<file path="src/rtl/pc_fetch_unit.sv">
// -----------------------------------------------------------------------------
// pc_fetch_unit
//   Holds the architectural PC and drives instruction memory. Each fetched
//   instruction is presented with its PC, PC+1 and PC+1+sext(N) for the
//   next-PC selection logic. A resolved redirect squashes the in-flight fetch
//   and costs exactly one bubble cycle.
//
// Optional feature: define FETCH_PERF_CNT_EN to add the saturating
//   stall_cycles / bubble_cycles performance counters.
//
// Ports
//   clock, reset      rising-edge clock, asynchronous active-high reset
//   stall             downstream not accepting the current instruction
//   redirect_valid    redirect_pc carries a resolved taken target this cycle
//   N                 17-bit two's complement branch immediate
//   address_imem      imem read address (low bits of issue PC)
//   q_imem            imem data, one cycle after the address
//   insn_out/insn_valid/pc_out   current instruction, its valid and its PC
//   pc_1, pc_N        pc_out+1 and pc_out+1+sext(N)
//   stall_cycles, bubble_cycles  (FETCH_PERF_CNT_EN only) perf counters
// -----------------------------------------------------------------------------
module pc_fetch_unit #(
    parameter int              PC_W     = 32,
    parameter int              IMEM_AW  = 12,
    parameter logic [PC_W-1:0] RESET_PC = '0
) (
    input  logic               clock,
    input  logic               reset,
    input  logic               stall,
    input  logic               redirect_valid,
    input  logic [PC_W-1:0]    redirect_pc,
    input  logic [16:0]        N,
    output logic [IMEM_AW-1:0] address_imem,
    input  logic [31:0]        q_imem,
    output logic [31:0]        insn_out,
    output logic               insn_valid,
    output logic [PC_W-1:0]    pc_out,
    output logic [PC_W-1:0]    pc_1,
    output logic [PC_W-1:0]    pc_N
`ifdef FETCH_PERF_CNT_EN
    ,
    output logic [31:0]        stall_cycles,
    output logic [31:0]        bubble_cycles
`endif
);

    typedef enum logic [1:0] {
        BOOT   = 2'd0,
        RUN    = 2'd1,
        HOLD   = 2'd2,
        BUBBLE = 2'd3
    } state_t;

    state_t          state_q, state_d;
    logic [PC_W-1:0] pc_q, pc_d;
    logic [PC_W-1:0] f_pc_q, f_pc_d;
    logic [31:0]     hold_insn_q, hold_insn_d;

    function automatic logic [PC_W-1:0] sext_n(input logic [16:0] n);
        return {{(PC_W-17){n[16]}}, n};
    endfunction

    always_ff @(posedge clock or posedge reset) begin
        if (reset) begin
            state_q     <= BOOT;
            pc_q        <= RESET_PC;
            f_pc_q      <= RESET_PC;
            hold_insn_q <= '0;
        end else begin
            state_q     <= state_d;
            pc_q        <= pc_d;
            f_pc_q      <= f_pc_d;
            hold_insn_q <= hold_insn_d;
        end
    end

    always_comb begin
        state_d     = state_q;
        pc_d        = pc_q;
        f_pc_d      = f_pc_q;
        hold_insn_d = hold_insn_q;
        insn_valid  = 1'b0;
        insn_out    = q_imem;
        unique case (state_q)
            // BOOT and BUBBLE: q_imem is not a valid fetch; just launch pc.
            BOOT, BUBBLE: begin
                f_pc_d  = pc_q;
                pc_d    = pc_q + 1'b1;
                state_d = RUN;
            end
            RUN, HOLD: begin
                insn_valid = 1'b1;
                if (state_q == HOLD) insn_out = hold_insn_q;
                if (redirect_valid) begin
                    pc_d    = redirect_pc;
                    state_d = BUBBLE;
                end else if (stall) begin
                    // Capture only on entry; imem keeps re-reading pc meanwhile.
                    if (state_q == RUN) hold_insn_d = q_imem;
                    state_d = HOLD;
                end else begin
                    f_pc_d  = pc_q;
                    pc_d    = pc_q + 1'b1;
                    state_d = RUN;
                end
            end
            default: state_d = BOOT;
        endcase
    end

    assign address_imem = pc_q[IMEM_AW-1:0];
    assign pc_out       = f_pc_q;
    assign pc_1         = f_pc_q + 1'b1;
    assign pc_N         = f_pc_q + 1'b1 + sext_n(N);

`ifdef FETCH_PERF_CNT_EN
    logic [31:0] stall_cycles_q, stall_cycles_d;
    logic [31:0] bubble_cycles_q, bubble_cycles_d;

    function automatic logic [31:0] sat_inc(input logic [31:0] v);
        return (v == 32'hFFFF_FFFF) ? v : v + 32'd1;
    endfunction

    always_comb begin
        stall_cycles_d  = stall_cycles_q;
        bubble_cycles_d = bubble_cycles_q;
        if (state_q == HOLD)   stall_cycles_d  = sat_inc(stall_cycles_q);
        if (state_q == BUBBLE) bubble_cycles_d = sat_inc(bubble_cycles_q);
    end

    always_ff @(posedge clock or posedge reset) begin
        if (reset) begin
            stall_cycles_q  <= '0;
            bubble_cycles_q <= '0;
        end else begin
            stall_cycles_q  <= stall_cycles_d;
            bubble_cycles_q <= bubble_cycles_d;
        end
    end

    assign stall_cycles  = stall_cycles_q;
    assign bubble_cycles = bubble_cycles_q;
`endif

endmodule

</file>
<file path="config.mk">
export PLATFORM = sky130hd
export DESIGN_NAME = pc_fetch_unit
export DESIGN_NICKNAME = d
export VERILOG_FILES = /design/src/rtl/pc_fetch_unit.sv
export SDC_FILE = /design/constraint.sdc
export NUM_CORES = 1
export LEC_CHECK = 0
export CAP_MARGIN = 10
export CORE_MARGIN = 4
export CORE_UTILIZATION = 45
export CTS_BUF_LIST = sky130_fd_sc_hd__clkbuf_8
export CTS_CLUSTER_SIZE = 25
export DETAILED_ROUTE_END_ITERATION = 10
export PLACE_DENSITY = 0.87
export SYNTH_ARGS = -nofsm -noshare
export SYNTH_HDL_FRONTEND = slang
export SYNTH_SLANG_ARGS = --single-unit
</file>
<file path="constraint.sdc">
create_clock -name clock -period 5.2 [get_ports clock]
set_input_delay 1.3 -clock clock [delete_from_list [all_inputs] [get_ports clock]]
set_output_delay 1.3 -clock clock [all_outputs]
set_load 0.02 [all_outputs]
</file>
# After elaboration in Yosys (flattened, before gate mapping)
# Cells that the tools add are included.
[totals]
register_bits = 98
latchBits = 0
ramBits = 0
romBits = 0
input_bits = 85
output_inout_bits = 141
word_cells = 31
mem_count = 0
[op_classes]
add_sub_neg = 3
mul = 0
div_mod_pow = 0
magnitude_cmp = 0
eq_ne = 6
shift = 0
muxes = 12
bitwise = 1
n_reduce_logical = 5
[ops]
columns = ["cell", "n"]
rows = [
  ["32-bit two-way mux", 6],
  ["32-bit one-hot mux with 2 select lines", 2],
  ["32-bit by 1-bit adder with 32-bit output (second input constant)", 2],
  ["32-bit adder", 1],
  ["2-bit == test (second input constant)", 2],
  ["2-bit two-way mux", 2],
  ["2-bit inequality test (second input constant)", 2],
  ["2-bit one-hot mux with 2 select lines", 1],
  ["4-bit AND reduction", 1],
  ["2-bit OR reduction", 2],
  ["3-bit inequality test (second input constant)", 1],
  ["2-bit by 1-bit == test with 1-bit output (second input constant)", 1],
  ["2-bit zero test", 1],
  ["2-bit AND reduction", 1],
  ["1-bit two-way mux", 1],
  ["1-bit NOT", 1],
]

# Depth between registers and ports, before layout
# Gate-level depths: netlist of the first run.
[depth]
depth_word = 4
depth_mapped = 16

# Worst setup path after synthesis of the first run
# Ideal clock, no wire load.
[synth_timing]
path_type = "register to output"
startpoint = "register f_pc_q[1], in the netlist pc_out[1]"
endpoint = "output port pc_N[30]"
t_arrival_ps = 3788
t_required_ps = 3900
slack_ps = 112
path_stages_with_launch = 16
cell_sequence = "dfrtp_1 ha_1 nand3_1 nor2_1 and3_1 nand2_1 nor2_1 nand3_1 xnor2_1 ha_1 clkbuf_1 a21oi_1 a21oi_1 or2_2 or4_1 and4_1"
[synth_between]
elab_chain_len = 2
[synth_rtl]
columns = ["item", "line", "source"]
rows = [
  ["start: declaration", "56", "logic [PC_W-1:0] f_pc_q, f_pc_d;"],
  ["start signal: assignment", "72", "f_pc_q <= f_pc_d;"],
  ["32-bit by 1-bit adder with 32-bit output", "n/a", ""],
  ["via pc_1[28]", "38", "output logic [PC_W-1:0] pc_1,"],
  ["32-bit adder", "114", "assign pc_N = f_pc_q + 1'b1 + sext_n(N);"],
  ["end: declaration", "39", "output logic [PC_W-1:0] pc_N"],
]
# The timed path passes the listed nets, and every way through them passes these cells.

# Worst setup path in the final report of the first run
[layout_timing]
startpoint = "input port N[0]"
endpoint = "output port pc_N[30]"
[layout_between]
elab_chain_len = 1
[layout_rtl]
columns = ["item", "line", "source"]
rows = [
  ["start: declaration", "32", "input logic [16:0] N,"],
  ["32-bit adder", "114", ""],
]
# No other way between the ends.

==> reports/qor.yml, run 1 <==
status: "complete, no violations"
async_reset_ff_frac: 1.000
finalSetupTns_ps: 0
clk_path_buf_depth: 2
nNetsFinal: 1286
whs_path_depth: 1
layout_commonest_cell: "clkdlybuf4s50_1"
reg2reg_to: "pc_q[17]"
postCtsHoldBufs: 0
netlist_instances: 828
drive_gt1_frac: 0.2599
synth_edf_count: 0
hpwlAfterDp_microns: 18130
grt-ovfl-total: 0
yosysWarnings: 0
cts.sinks: 98
synth_flop_cell: "dfrtp_1"
worstSkewPairLatency_ps: 360
endpoint_kind: "output port"
required_ps: 3900
r2r_setup_slack_ps: 2440
start_util: 0.4635
num_antenna_cells: 0
startpoint_type: "input port"
synth_seq_cells: 98
wl_per_cell_microns: 16.95
ant_nets: 0
rr_worst_depth: 7
syn_nets: 952
cp.arrival_ps: 3900
hold_class: "register to register"
endpoint: "pc_N[30]"
post-place-cells: 1350
root_buffer: "clkbuf_8"
netlist-cell-type-count: 60
die_y_microns: 133.6
max_cap_violations: 0
io_pins: 226
timing.final.crit_period_ps: 5198
finalSetupViolCount: 0
grt_use_total: 0.2486
io_buffers: 225
cts.clk_slew.worst_paths_ps: 100
htree_levels: 3
period_share: 0.9996
stdcell_count: 1377
rsz0062_at_grt: "yes"
cellPowerDensity_mw_per_mm2: 713.2
worst_pin_slew_ps: 1188
place.gp.congestion: 0.9010
synth_area_per_cell_sq_um: 8.573
grt_pass1_wl_microns: 36610
wirelength_microns: 23350
n_fill_cell: 1134
drtIter0Drc: 510
cts_tree: "built"
vias_per_cell: 5.492
critPathLaunch: "N[0]"
drc: 0
p_leak_nw: 4.840
numCtsBuffers: 9
die_area_sq_mm: 0.01785
maxClockFrequency_mhz: 192.4
slew_headroom: 0.2059
syn_area_sq_mm: 0.007098
first_global_vias: 7320
layout_common_cells: "197 x clkdlybuf4s50_1, 154 x nand2_1, 146 x buf_4"
ir_drop_v: 0.0003840
grt_max_degree: 40
die_w_microns: 133.6
fin_skew_ps: 10.64
rows: 45
drv_slew: 0
hold_viol: 0
yosysSeqAreaShare: 0.3455
coreArea_sq_mm: 0.01531
antenna_found_initial: 0
crit_type: "input port to output port"
critPathMaxFanout: 3
num_vias: 7562
rr_startpoint: "state_q[1]"
firstDrtPassIters: 5
area_growth_pct: 54.63
-- critical path, cell delays in order --
cell and delay [ps]:
dlymetal6s2s_1 120, ha_2 200, fa_2 400, a21o_1 210, a221o_1 350, a31oi_4 240
a311o_2 240, a21oi_2 60, or4_1 460, and4_1 170, buf_6 130
-- stage by stage --
stage	util	setup slack (ps)	hold slack [ps]	power (mW)	area, sq um
final	0.7167	2.105	509.6	7.828	10980
after global routing	0.7167	-125.3	532.7	8.333	10980
after CTS	0.6949	-260.2	512.5	7.554	10640
after detailed placement	0.6781	-634.9	490.2	7.054	10390
after global placement	0.6781	-621.9	480.8	6.929	10390
after floorplan	-	112.1	469.0	4.472	7098
-- cell type report --
class	count	area, sq um	area share
Inverter	19	73.82	0.006726
Sequential cell	98	2455	0.2237
Clock inverter	5	78.83	0.007182
Tap cell	211	264.0	0.02405
Multi-Input combinational cell	667	4690	0.4273
Clock buffer	10	137.6	0.01254
Timing Repair Buffer	367	3277	0.2986
-- cells in the mapped netlist (all sizes together) (5+ instances only) --
library cell / n / share of area
o21ai: 44 / 0.031
nor3: 16 / 0.011
nand4: 14 / 0.013
nor4: 5 / 0.0086
nor2: 54 / 0.029
a211oi: 10 / 0.011
a21oi: 72 / 0.051
ha: 38 / 0.067
nand2: 155 / 0.082
clkbuf: 23 / 0.012
o22ai: 12 / 0.011
buf: 21 / 0.018
dfrtp: 98 / 0.35
a31oi: 6 / 0.0074
nand3: 29 / 0.021
mux2: 64 / 0.10
inv: 18 / 0.0095
xnor2: 41 / 0.051
a21o: 10 / 0.011
and3: 15 / 0.013
xor2: 26 / 0.032
nor2b: 6 / 0.0053
-- logic make-up after synthesis --
| group | count (synthesis) | synth area share |
|---|---|---|
| flip-flops | 98 | 0.3455 |
| AO/OA/AOI/OAI | 183 | 0.1569 |
| multiplexers | 65 | 0.1029 |
| XOR/XNOR | 67 | 0.08267 |
| adder cells (fa/ha/maj) | 39 | 0.06981 |
| buffers and inverters | 63 | 0.03984 |
| AND/OR/NAND/NOR | 313 | 0.2024 |
-- how the worst min path moves through the flow --
stage / startpoint / to / slack (ps)
2_1_floorplan: pc_q[31] / pc_out[31] / 470
3_3_place_gp: hold_insn_q[24] / hold_insn_q[24] / 480
3_5_place_dp: hold_insn_q[29] / hold_insn_q[29] / 490
4_1_cts: hold_insn_q[29] / hold_insn_q[29] / 510
5_1_grt: hold_insn_q[16] / hold_insn_q[16] / 530
6_report: hold_insn_q[29] / hold_insn_q[29] / 510
-- sequential cells by signal (all words and copies together), names as in the netlist --
name and count:
hold_insn_q 32, state_q 2, pc_q 32, pc_out 32
-- report_power, final --
part	internal, mW	leakage (nW)	switching (mW)
clock network	0.281	0.112	0.257
registers	1.15	1.15	0.411
logic	2.71	3.58	3.02
-- timing repair --
| item | CTS | global route |
|---|---|---|
| endpoints found under the setup margin | 22 | 20 |
| setup buffers | 2 | 10 |
| pin swaps | 4 | 20 |
| gates resized for setup | 80 | 67 |
-- per-layer routing --
layer | vias to the layer above | track usage | part of all wire | routed length, microns
met5 | - | 0 | 0 | 0
li1 | 3603 | - | - | -
met1 | 3596 | 0.3251 | 0.42 | 9694
met2 | 315 | 0.4283 | 0.50 | 11720
met4 | 0 | 0.07429 | 0.025 | 584
met3 | 48 | 0.03550 | 0.058 | 1343
Power figures use the tool's default switching activity.
==> run 2, diff against run 1 <==
Settings changed: SLEW_MARGIN set to 0.
==> results of run 2 <==
Final layout, timing and power as in run 1 (identical DEF).
==> run 3, diff against run 2 <==
Settings changed: GPL_ROUTABILITY_DRIVEN set to 0.
==> run 3 against run 2 <==
Global-route usage increased by 0.056 points. First-iteration DRC count increased by 24%. Total power decreased by 1.1%. Critical path depth unchanged. Critical endpoint unchanged. Highest routed layer unchanged. Worst hold slack improved by 3.0 ps. Critical path type unchanged.
==> reports/qor.yml, run 3 (synthesis results as in run 1) <==
io_buffers: 225
first_global_vias: 7281
hold_viol: 0
nNetsFinal: 1280
crit_type: "input port to output port"
finalSetupViolCount: 0
maxClockFrequency_mhz: 193.9
p_clk_frac: 0.059
die_y_microns: 133.6
layout_commonest_cell: "clkdlybuf4s50_1"
cellPowerDensity_mw_per_mm2: 712.5
n_fill_cell: 1131
cp.arrival_ps: 3860
die_area_sq_mm: 0.01785
area_growth_pct: 53.06
num_antenna_cells: 0
worst_pin_slew_ps: 1128
hold_class: "register to register"
grt-ovfl-total: 0
antenna_found_initial: 0
num_vias: 7631
cts.sinks: 98
root_buffer: "clkbuf_8"
placed_area_sq_mm: 0.01035
die_w_microns: 133.6
drive_gt1_frac: 0.2524
drc: 0
cts_tree: "built"
grt_pass1_wl_microns: 36470
fin_skew_ps: 10.81
ant_nets: 0
status: "complete, no violations"
utilization: 0.7094
period_share: 0.9919
wirelength_microns: 24040
pre_cts_slack_ps: -642.7
layout_common_cells: "196 x clkdlybuf4s50_1, 154 x nand2_1, 141 x buf_4"
critPathMaxFanout: 3
clk_path_buf_depth: 2
startpoint_type: "input port"
timing.final.crit_period_ps: 5158
firstDrtPassIters: 7
p_int_mw: 4.025
grt_max_degree: 77
worstSkewPairLatency_ps: 380
endpoint_kind: "output port"
cts.clk_slew.worst_paths_ps: 100
p_leak_nw: 4.788
fin_area_sq_mm: 0.01086
p_seq_frac: 0.201
numCtsBuffers: 9
io_pins: 226
worst_hold_slack_ps: 512.6
coreArea_sq_mm: 0.01531
wl_per_cell_microns: 17.52
total_power_mw: 7.741
vias_per_cell: 5.562
switchingPower_mw: 3.716
slew_headroom: 0.2459
grt_use_total: 0.2491
rows: 45
power_switching_share: 0.4801
max_cap_violations: 0
start_util: 0.4635
drtIter0Drc: 630
htree_levels: 3
ir_drop_v: 0.0004011
p_comb_frac: 0.739
fin_ws_ps: 42.33
drv_slew: 0
required_ps: 3900
hpwlAfterDp_microns: 18200
-- run 3: cell types whose count changed in the layout (fill, tap and decap cells not counted), sizes merged --
cell	before	now
clkdlybuf4s50	197	196
clkinvlp	0	2
inv	18	20
buf	154	149
clkbuf	12	10
dlygate4sd2	5	8
bufinv	2	0
dlymetal6s2s	7	5
-- run 3: power by group through the flow --
stage | combinational (mW) | clock, mW | sequential [mW]
after floorplan | 2.87 | 0 | 1.60
after global placement | 5.37 | 0 | 1.52
after detailed placement | 5.49 | 0 | 1.55
after CTS | 5.42 | 0.471 | 1.53
after global routing | 6.11 | 0.501 | 1.61
final | 5.72 | 0.459 | 1.56
-- run 3: final timing paths --
| check | start | end | slack (ps) | cells past startpoint |
|---|---|---|---|---|
| worst max-delay path | N[0] | pc_N[30] | 40 | 11 |
| worst min-delay path | hold_insn_q[9] | hold_insn_q[9] | 510 | 1 |
| worst max register to register | state_q[0] | pc_q[17] | 2460 | 8 |
| worst min register to register | hold_insn_q[9] | hold_insn_q[9] | 510 | 1 |
| max in group asynchronous | reset | pc_q[2] | 2820 | 3 |
| min in group asynchronous | reset | hold_insn_q[18] | 1450 | 2 |
-- run 3: area by class of cell --
class	instances	area, sq um	share of cell area
inverter	19	73.82	0.006795
sequential	98	2452	0.2257
clock buffer	9	123.9	0.01140
multi-input combinational	667	4661	0.4290
clock inverter	7	56.30	0.005183
tap	211	264.0	0.02430
timing repair buffer	361	3233	0.2976
-- run 3: what timing repair did --
action	in CTS	in global routing
setup buffers	1	9
hold buffers	0	0
pin swaps	7	14
resized for setup	81	63
endpoints found under the setup margin	22	20
-- run 3: through the flow --
stage                     setup TNS [ps]  std cells
after global placement             -7347       1346
after global routing              -286.7       1372
final                                  0       1372
after floorplan                        0        828
after CTS                         -235.9       1363
after detailed placement           -8397       1346
-- run 3: critical path, cell delays in order --
cell and delay [ps]:
buf_6 100, ha_4 160, fa_2 400, a21o_1 210, a221o_1 370, a31oi_4 240
a311o_2 260, a21oi_2 80, or4_1 450, and4_1 170, buf_6 130
-- run 3: metal layers --
metal  up-vias  track usage  routed length, microns
met5         -            0                       0
met4         0       0.1017                    1034
met3        80      0.03512                    1448
met2       328       0.4210                   11950
met1      3635       0.3218                    9610
li1       3588            -                       -
